[src/rtl/reg_serializer.sv]
// Parallel-in, serial-out shifter: captures an N-bit word on a valid/ready load
// handshake and emits it one bit per accepted beat on a serial valid/ready port.
module reg_serializer #(
  parameter int N         = 32,
  parameter bit LSB_FIRST = 1'b1
) (
  input  logic         clk,
  input  logic         reset,
  input  logic [N-1:0] I,
  input  logic         load_valid,
  output logic         load_ready,
  output logic         sout,
  output logic         sout_valid,
  input  logic         sout_ready,
  output logic         last,
  output logic         busy
);

  localparam int CW = $clog2(N);
  localparam logic [CW-1:0] CNT_LAST = CW'(N - 1);

  typedef enum logic {
    IDLE  = 1'b0,
    SHIFT = 1'b1
  } state_t;

  state_t         state_r, state_s;
  logic [N-1:0]   shreg_r, shreg_s;
  logic [CW-1:0]  cnt_r, cnt_s;
  logic           shifting_s;
  logic           last_s;
  logic           head_s;

  assign shifting_s = (state_r == SHIFT);
  assign last_s     = shifting_s && (cnt_r == CNT_LAST);
  assign head_s     = LSB_FIRST ? shreg_r[0] : shreg_r[N-1];

  // Next-state logic: load in IDLE, shift or finish on a beat in SHIFT.
  always_comb begin
    state_s = state_r;
    shreg_s = shreg_r;
    cnt_s   = cnt_r;
    case (state_r)
      IDLE: begin
        if (load_valid) begin
          state_s = SHIFT;
          shreg_s = I;
          cnt_s   = {CW{1'b0}};
        end else begin
          state_s = IDLE;
        end
      end
      SHIFT: begin
        if (sout_ready) begin
          if (last_s) begin
            state_s = IDLE;
            shreg_s = {N{1'b0}};
            cnt_s   = {CW{1'b0}};
          end else begin
            // Zero-fill from the end opposite the output bit.
            shreg_s = LSB_FIRST ? {1'b0, shreg_r[N-1:1]} : {shreg_r[N-2:0], 1'b0};
            cnt_s   = cnt_r + CW'(1);
          end
        end else begin
          state_s = SHIFT;
        end
      end
      default: begin
        state_s = IDLE;
        shreg_s = {N{1'b0}};
        cnt_s   = {CW{1'b0}};
      end
    endcase
  end

  // State registers with asynchronous clear.
  always_ff @(posedge clk or posedge reset) begin
    if (reset) begin
      state_r <= IDLE;
      shreg_r <= {N{1'b0}};
      cnt_r   <= {CW{1'b0}};
    end else begin
      state_r <= state_s;
      shreg_r <= shreg_s;
      cnt_r   <= cnt_s;
    end
  end

  // Reset gates load_ready directly so no word is offered while reset is held.
  assign load_ready = (state_r == IDLE) && !reset;
  assign sout_valid = shifting_s;
  assign busy       = shifting_s;
  assign last       = last_s;
  assign sout       = shifting_s && head_s;

endmodule

[config.mk]
export PLATFORM = sky130hd
export DESIGN_NAME = reg_serializer
export DESIGN_NICKNAME = d
export VERILOG_FILES = /design/src/rtl/reg_serializer.sv
export SDC_FILE = /design/constraint.sdc
export NUM_CORES = 1
export LEC_CHECK = 0
export CAP_MARGIN = 20
export CORE_MARGIN = 3
export CORE_UTILIZATION = 45
export DETAILED_ROUTE_END_ITERATION = 8
export GPL_TIMING_DRIVEN = 0
export PLACE_DENSITY = 0.8
export REMOVE_ABC_BUFFERS = 1
export SYNTH_ARGS = -nofsm -noshare
export SYNTH_HDL_FRONTEND = slang
export SYNTH_SLANG_ARGS = --single-unit
[constraint.sdc]
create_clock -name clk -period 4.1 [get_ports clk]
set_input_delay 0.82 -clock clk [delete_from_list [all_inputs] [get_ports clk]]
set_output_delay 0.82 -clock clk [all_outputs]
set_load 0.01 [all_outputs]
==> results by group, run 1 <==
Cells and area
  – Most frequent cells in the layout: clkdlybuf4s50_1, dfrtp_1, nand2_1
  – NumNets Final: 249
  – P&R area growth vs syn: 28.2%
  – Fin util: 61.5%
  – Fillers: 324
  – ANT cells: 0
  – Layout cells sized above 1: 5.69%
  – Most common cell after layout, fill and taps aside: clkdlybuf4s50_1

STA
  – Fmax: 0.363 GHz
  – Period utilization: 67.2%
  – Setup Viol. Count Final: 0
  – Hold WS: 0.483 ns
  – Layout Skew: 0.00414 ns
  – Post-route minimum period: 2.76 ns
  – Worst-Margin Slew: 0.770 ns
  – Final Hold Viols: 0
  – Slew HR: 48.6%
  – Setup TNS: 0 ns
  – RSZ-0062 raised after global routing: no
  – Pins over their slew limit: 0

Synthesis
  – Gate Count Post-Synth: 177
  – Yosys cell types: 25
  – Synth Flop Type: dfrtp_1
  – Number of synthesized flops with an enable pin: 0
  – Register bit total from synthesis: 38
  – Sequential-to-total area share from yosys stat: 53.0%
  – Asr flop ratio synth: 100%
  – Average size of a mapped cell: 10.1 µm²
  – Synth warn: 0
  – Synth Cell Area: 0.00180 mm²

Power
  – LEAKAGE: 0.000999 µW
  – Pwr Density: 375 mW/mm²
  – VDD IR-drop max: 0.244 mV
  – Total power: 863 µW

Critical path
  – Worst setup path endpoint: last
  – Buf+Inv Stages, Crit Path: 1
  – Required time worst endpoint: 3.28 ns
  – Cell mode on critical path: ha_1
  – CP endpoint kind: output port
  – CP Max Fanout: 4
  – CP Depth: 5
  – CP arrival: 1.94 ns
  – Worst reg2reg endpoint: cnt_r[2]
  – Startpoint types: flip-flop
  – CP cell instances: ha_1 -> and3_1 -> ha_1 -> and2_1 -> clkdlybuf4s50_1
  – Crit. Startpoint: cnt_r[0]
  – Worst reg2reg setup slack: 2.08 ns
  – R2R cell count: 7
  – Slowest-stage cell, CP: clkdlybuf4s50_1
  – Crit Path Class: reg2out
  – Reg2Reg Launch Point: cnt_r[0]
  – Kind of cell adding the most delay to the critical path: buffers and inverters
  – Worst path max stage delay: 0.48 ns

Clock network
  – Worst-path clk slew: 0.07 ns
  – CTS Hold Bufs: 0
  – CTS Buf Count: 5
  – Root Buffer: clkbuf_8
  – Htree depth: 2
  – Setup Fix Bufs, Post-CTS: 0
  – CTS sink cnt: 38
  – Post-cts sizing count: 0
  – Clock latency on the worst-skew pair: 0.28 ns
  – TritonCTS clock tree: done
  – Clock Path Buffers: 2

Global route
  – Total global routing overflow: 0
  – Vias in the first global route: 1292
  – Global Route Usage Sum: 16.2%
  – Largest net degree at the start of global routing: 39
  – Antenna violations before repair: 0
  – Global-route wire length before repair: 6210 µm

Detailed routing
  – DR WL/cell: 14.0 µm
  – WL final: 3620 µm
  – Final ANT Viol Nets: 0
  – DRT Pass-1 Iters: 4
  – Vias per cell: 5.37
  – Vias post-DR: 1392
  – # DRC: 0
  – Initial DRC count: 101

Min path
  – Hold Path Stages: 2
  – Worst hold path type: reg2reg

Die
  – Starting Density: 48.0%
  – Num rows: 22
  – # IOs: 41
  – Die H: 69.2 µm
  – Die Wd: 69.2 µm
  – Core area: 0.00374 mm²
  – Area of the die: 0.00478 mm²

Placement
  – IO Port Bufs: 40
  – DP HPWL: 2340 µm
  – Placer congestion estimate: 0.707

Flow run
  – Max Cap Violations: 0

Outcome
  – Outcome: finished, final reports clean
==> layout make-up <==
cell class,count,area [µm²],share of cell area [%]
timing repair buffer,44,510,22.2
sequential,38,951,41.3
multi-input combinational,119,692,30.1
inverter,3,11.3,0.489
tap,48,60.1,2.61
clock buffer,7,76.3,3.32
==> metrics by stage <==
| stage | instances | area (µm²) | setup WS, ns |
|---|---|---|---|
| after floorplan | 160 | 1650 | 2.05 |
| after global placement | 248 | 2110 | 1.01 |
| after detailed placement | 250 | 2170 | 1.12 |
| after CTS | 257 | 2250 | 1.33 |
| after global routing | 259 | 2300 | 1.26 |
| final | 259 | 2300 | 1.34 |
==> state kept, by name, summed over array words and instances, names as in the netlist <==
name and count:
busy 1, cnt_r 5, shreg_r 32
==> power breakdown <==
part / leakage, µW / switching, µW / internal [µW] / total [µW]
Sequential: 0.000457 / 37.4 / 435 / 473
Clock: 0.0000383 / 113 / 117 / 230
Combinational: 0.000504 / 68.9 / 92.3 / 161
Total: 0.000999 / 219 / 644 / 863
==> metal layers <==
layer	track usage [%]	up-vias	routed length [µm]
met4	5.86	0	46
met3	5.10	4	199
li1	-	704	-
met5	0	-	0
met1	22.9	641	1730
met2	23.4	43	1640
==> Yosys cell counts (all sizes together), types with 2 or more instances <==
master / count / area share [%]
nor2: 2 / 0.42
clkbuf: 2 / 0.42
nand2: 34 / 7.1
a31oi: 3 / 1.0
buf: 15 / 7.5
o21ai: 33 / 9.2
a22oi: 31 / 13
inv: 3 / 0.63
ha: 2 / 1.4
and2: 2 / 0.70
dfrtp: 38 / 53
a32o: 2 / 1.1
mux2i: 2 / 1.8
==> how the worst min path moves through the flow <==
stage / from / endpoint / slack [ns]
after CTS: shreg_r[0] / shreg_r[0] / 0.48
after detailed placement: shreg_r[0] / shreg_r[0] / 0.47
final: shreg_r[18] / shreg_r[18] / 0.48
after global placement: shreg_r[0] / shreg_r[0] / 0.46
after floorplan: shreg_r[0] / shreg_r[0] / 0.44
after global routing: shreg_r[3] / shreg_r[3] / 0.50
==> worst register-to-register path, delay by kind of cell (launching register included) <==
kind | cells | cell delay, ns
AND/OR/NAND/NOR | 2 | 0.63
flip-flops | 1 | 0.41
buffers and inverters | 1 | 0.22
AO/OA/AOI/OAI | 2 | 0.25
adder cells (fa/ha/maj) | 2 | 0.43
==> cells by family (layout without fill, tap and decap cells) <==
logic type                 count (synthesis)  after routing  synth area share (%)
buffers and inverters                     20             54                  8.50
AOI/OAI and AO/OA                         71             71                  24.9
adders and majority gates                  2              2                  1.39
muxes                                      2              2                  1.81
and+or+nand+nor                           44             44                  10.4
DFF                                       38             38                  53.0
Power figures use the tool's default switching activity.
==> inputs of run 2 (changes only) <==
--- a/config.mk
+++ b/config.mk
@@ -10,7 +10,7 @@
 export CORE_UTILIZATION = 45
 export DETAILED_ROUTE_END_ITERATION = 8
 export GPL_TIMING_DRIVEN = 0
-export PLACE_DENSITY = 0.8
+export PLACE_DENSITY = 0.83
 export REMOVE_ABC_BUFFERS = 1
 export SYNTH_ARGS = -nofsm -noshare
 export SYNTH_HDL_FRONTEND = slang
==> constraint.sdc (replaced) <==
create_clock -name clk -period 2.5 [get_ports clk]
set_input_delay 0.5 -clock clk [delete_from_list [all_inputs] [get_ports clk]]
set_output_delay 0.5 -clock clk [all_outputs]
set_load 0.01 [all_outputs]
==> results by group, run 2 (same netlist as run 1, synthesis figures left out) <==
Cells and area
  – ANT cells: 0 (unchanged)
  – Most common cell after layout, fill and taps aside: clkdlybuf4s50_1 (unchanged)
  – Max reg flops: 32 (unchanged)
  – Most frequent cells in the layout: clkdlybuf4s50_1, dfrtp_1, nand2_1 (unchanged)
  – Most flops, register: shreg_r (unchanged)
  – P&R area growth vs syn: 25.4% (was 28.2%)
  – Layout cells sized above 1: 6.19% (was 5.69%)
  – Fin util: 60.2% (was 61.5%)
  – NumNets Final: 247 (was 249)

Die
  – Num rows: 22 (unchanged)
  – Die Wd: 69.2 µm (unchanged)
  – Die H: 69.2 µm (unchanged)
  – Starting Density: 48.0% (unchanged)
  – Area of the die: 0.00478 mm² (unchanged)
  – # IOs: 41 (unchanged)
  – Core area: 0.00374 mm² (unchanged)

Critical path
  – CP Depth: 5 (unchanged)
  – Kind of cell adding the most delay to the critical path: buffers and inverters (unchanged)
  – Worst setup path endpoint: shreg_r[6] (was last)
  – Required time worst endpoint: 2.62 ns (was 3.28 ns)
  – CP cell instances: clkdlybuf4s50_1 -> nand2_1 -> buf_8 -> a22oi_1 -> o21ai_0 (was ha_1 -> and3_1 -> ha_1 -> and2_1 -> clkdlybuf4s50_1)
  – Slowest-stage cell, CP: clkdlybuf4s50_1 (unchanged)
  – Startpoint types: input pin (was flip-flop)
  – Crit. Startpoint: sout_ready (was cnt_r[0])
  – Crit Path Class: in2reg (was reg2out)
  – CP Max Fanout: 17 (was 4)
  – Reg2Reg Launch Point: cnt_r[0] (unchanged)
  – CP arrival: 2.32 ns (was 1.94 ns)
  – Worst reg2reg endpoint: cnt_r[2] (unchanged)
  – Worst reg2reg setup slack: 0.37 ns (was 2.08 ns)
  – Buf+Inv Stages, Crit Path: 2 (was 1)
  – CP endpoint kind: flip-flop (was output port)
  – R2R cell count: 6 (was 7)
  – Worst path max stage delay: 0.70 ns (was 0.48 ns)

Detailed routing
  – Vias per cell: 5.38 (was 5.37)
  – DRT Pass-1 Iters: 4 (unchanged)
  – Vias post-DR: 1389 (was 1392)
  – # DRC: 0 (unchanged)
  – WL final: 3500 µm (was 3620 µm)
  – DR WL/cell: 13.6 µm (was 14.0 µm)
  – Final ANT Viol Nets: 0 (unchanged)
  – Initial DRC count: 90 (was 101)

STA
  – Layout Skew: 0.00530 ns (was 0.00414 ns)
  – Pins over their slew limit: 0 (unchanged)
  – Setup Viol. Count Final: 0 (unchanged)
  – Post-route minimum period: 2.20 ns
  – Final Hold Viols: 0 (unchanged)
  – Slew HR: 40.0% (was 48.6%)
  – Period utilization: 88.0%
  – Worst-Margin Slew: 0.881 ns (was 0.770 ns)
  – Fmax: 0.455 GHz
  – Hold WS: 0.481 ns (was 0.483 ns)
  – RSZ-0062 raised after global routing: no (unchanged)

Clock network
  – Worst-path clk slew: 0.07 ns (about the same)
  – CTS sink cnt: 38 (unchanged)
  – Root Buffer: clkbuf_8 (unchanged)
  – Clock latency on the worst-skew pair: 0.28 ns (about the same)
  – CTS Buf Count: 5 (unchanged)
  – TritonCTS clock tree: done (unchanged)
  – Clock Path Buffers: 2 (unchanged)
  – CTS Hold Bufs: 0 (unchanged)
  – Htree depth: 2 (unchanged)

Global route
  – Global-route wire length before repair: 6110 µm (was 6210 µm)
  – Met1 Track Usage GR: 19.6% (was 22.9%)
  – Total global routing overflow: 0 (unchanged)
  – Antenna violations before repair: 0 (unchanged)
  – Global Route Usage Sum: 15.7% (was 16.2%)
  – Met2 Resource Use GR: 25.2% (was 23.4%)
  – Vias in the first global route: 1360 (was 1292)
  – Busiest grt layer: met2 (unchanged)
  – Met3 Use GR: 4.08% (was 5.10%)
  – Largest net degree at the start of global routing: 39 (unchanged)

Power
  – Clock power frac: 28.9% (was 26.6%)
  – VDD IR-drop max: 0.416 mV (was 0.244 mV)
  – LEAKAGE: 0.000996 µW (was 0.000999 µW)
  – Int Pwr: 1080 µW (was 644 µW)
  – Switching share of power: 25.5% (was 25.4%)
  – Pwr Density: 643 mW/mm² (was 375 mW/mm²)
  – Switch Pwr: 370 µW (was 219 µW)
  – Combinational Power Share: 17.8% (was 18.7%)
  – Total power: 1450 µW (was 863 µW)
  – Sequential share of power: 53.3% (was 54.7%)

Min path
  – Worst hold path startpoint: shreg_r[16] (was shreg_r[18])
  – Worst hold path type: reg2reg (unchanged)

Placement
  – DP HPWL: 2280 µm (was 2340 µm)
  – IO Port Bufs: 40 (unchanged)
  – Placer congestion estimate: 0.693 (was 0.707)

Outcome
  – Outcome: finished, final reports clean (unchanged)

Flow run
  – Max Cap Violations: 0 (unchanged)
==> run 2: timing repair <==
| item | CTS | global route |
|---|---|---|
| setup endpoints to repair | 3 | 1 |
| buffers inserted | 0 | 0 |
| gates cloned | 0 | 0 |
| gates resized for setup | 1 | 1 |
==> run 2: worst min-delay path by stage <==
stage	end	slack (ns)	cells past startpoint
2_1_floorplan	shreg_r[0]	0.44	2
3_3_place_gp	shreg_r[0]	0.46	2
3_5_place_dp	shreg_r[12]	0.47	2
4_1_cts	shreg_r[16]	0.49	2
5_1_grt	shreg_r[22]	0.50	2
6_report	shreg_r[16]	0.48	2
==> run 2: power groups by stage <==
stage               clock [µW]  sequential, µW  combinational [µW]
floorplan                    0             768                 154
global placement             0             779                 240
detailed placement           0             782                 257
CTS                        433             772                 258
global route               461             787                 293
finish                     419             773                 257
==> run 2: cell type report <==
type,instances,area [µm²]
fillers,332,1490
flip-flops and latches,38,951
multi-input cells,119,693
repair buffers,42,445
clock buffers,7,86.3
well taps,48,60.1
inverters,3,11.3
clock inverters,1,5.00
==> run 2: routing by layer <==
metal	wire length (µm)	part of all wire, %
met2	1640	47
met5	0	0
met1	1610	46
met3	177	5.1
met4	69	2.0
==> run 2: stage by stage <==
stage          setup TNS (ns)  cell area, µm²  setup WS [ns]  std cells
3_3_place_gp            -7.11            2110         -0.253        248
6_report                    0            2250          0.300        258
4_1_cts                     0            2230         0.0504        257
2_1_floorplan               0            1650          0.453        160
3_5_place_dp            -2.27            2140         -0.133        249
5_1_grt                     0            2250          0.143        258
==> run 2: worst min-delay path: cells and delay by family, from the launching register on <==
kind / cells / cell delay, ns
DFF: 1 / 0.34
AOI/OAI and AO/OA: 1 / 0.06
and+or+nand+nor: 1 / 0.05
==> inputs of run 3 (changes only) <==
--- a/config.mk
+++ b/config.mk
@@ -9,6 +9,7 @@
 export CORE_MARGIN = 3
 export CORE_UTILIZATION = 45
 export DETAILED_ROUTE_END_ITERATION = 8
+export GPL_ROUTABILITY_DRIVEN = 1
 export GPL_TIMING_DRIVEN = 0
 export PLACE_DENSITY = 0.83
 export REMOVE_ABC_BUFFERS = 1
==> results of run 3 <==
Same layout as run 2: the final DEF is identical, and so are final timing and power.
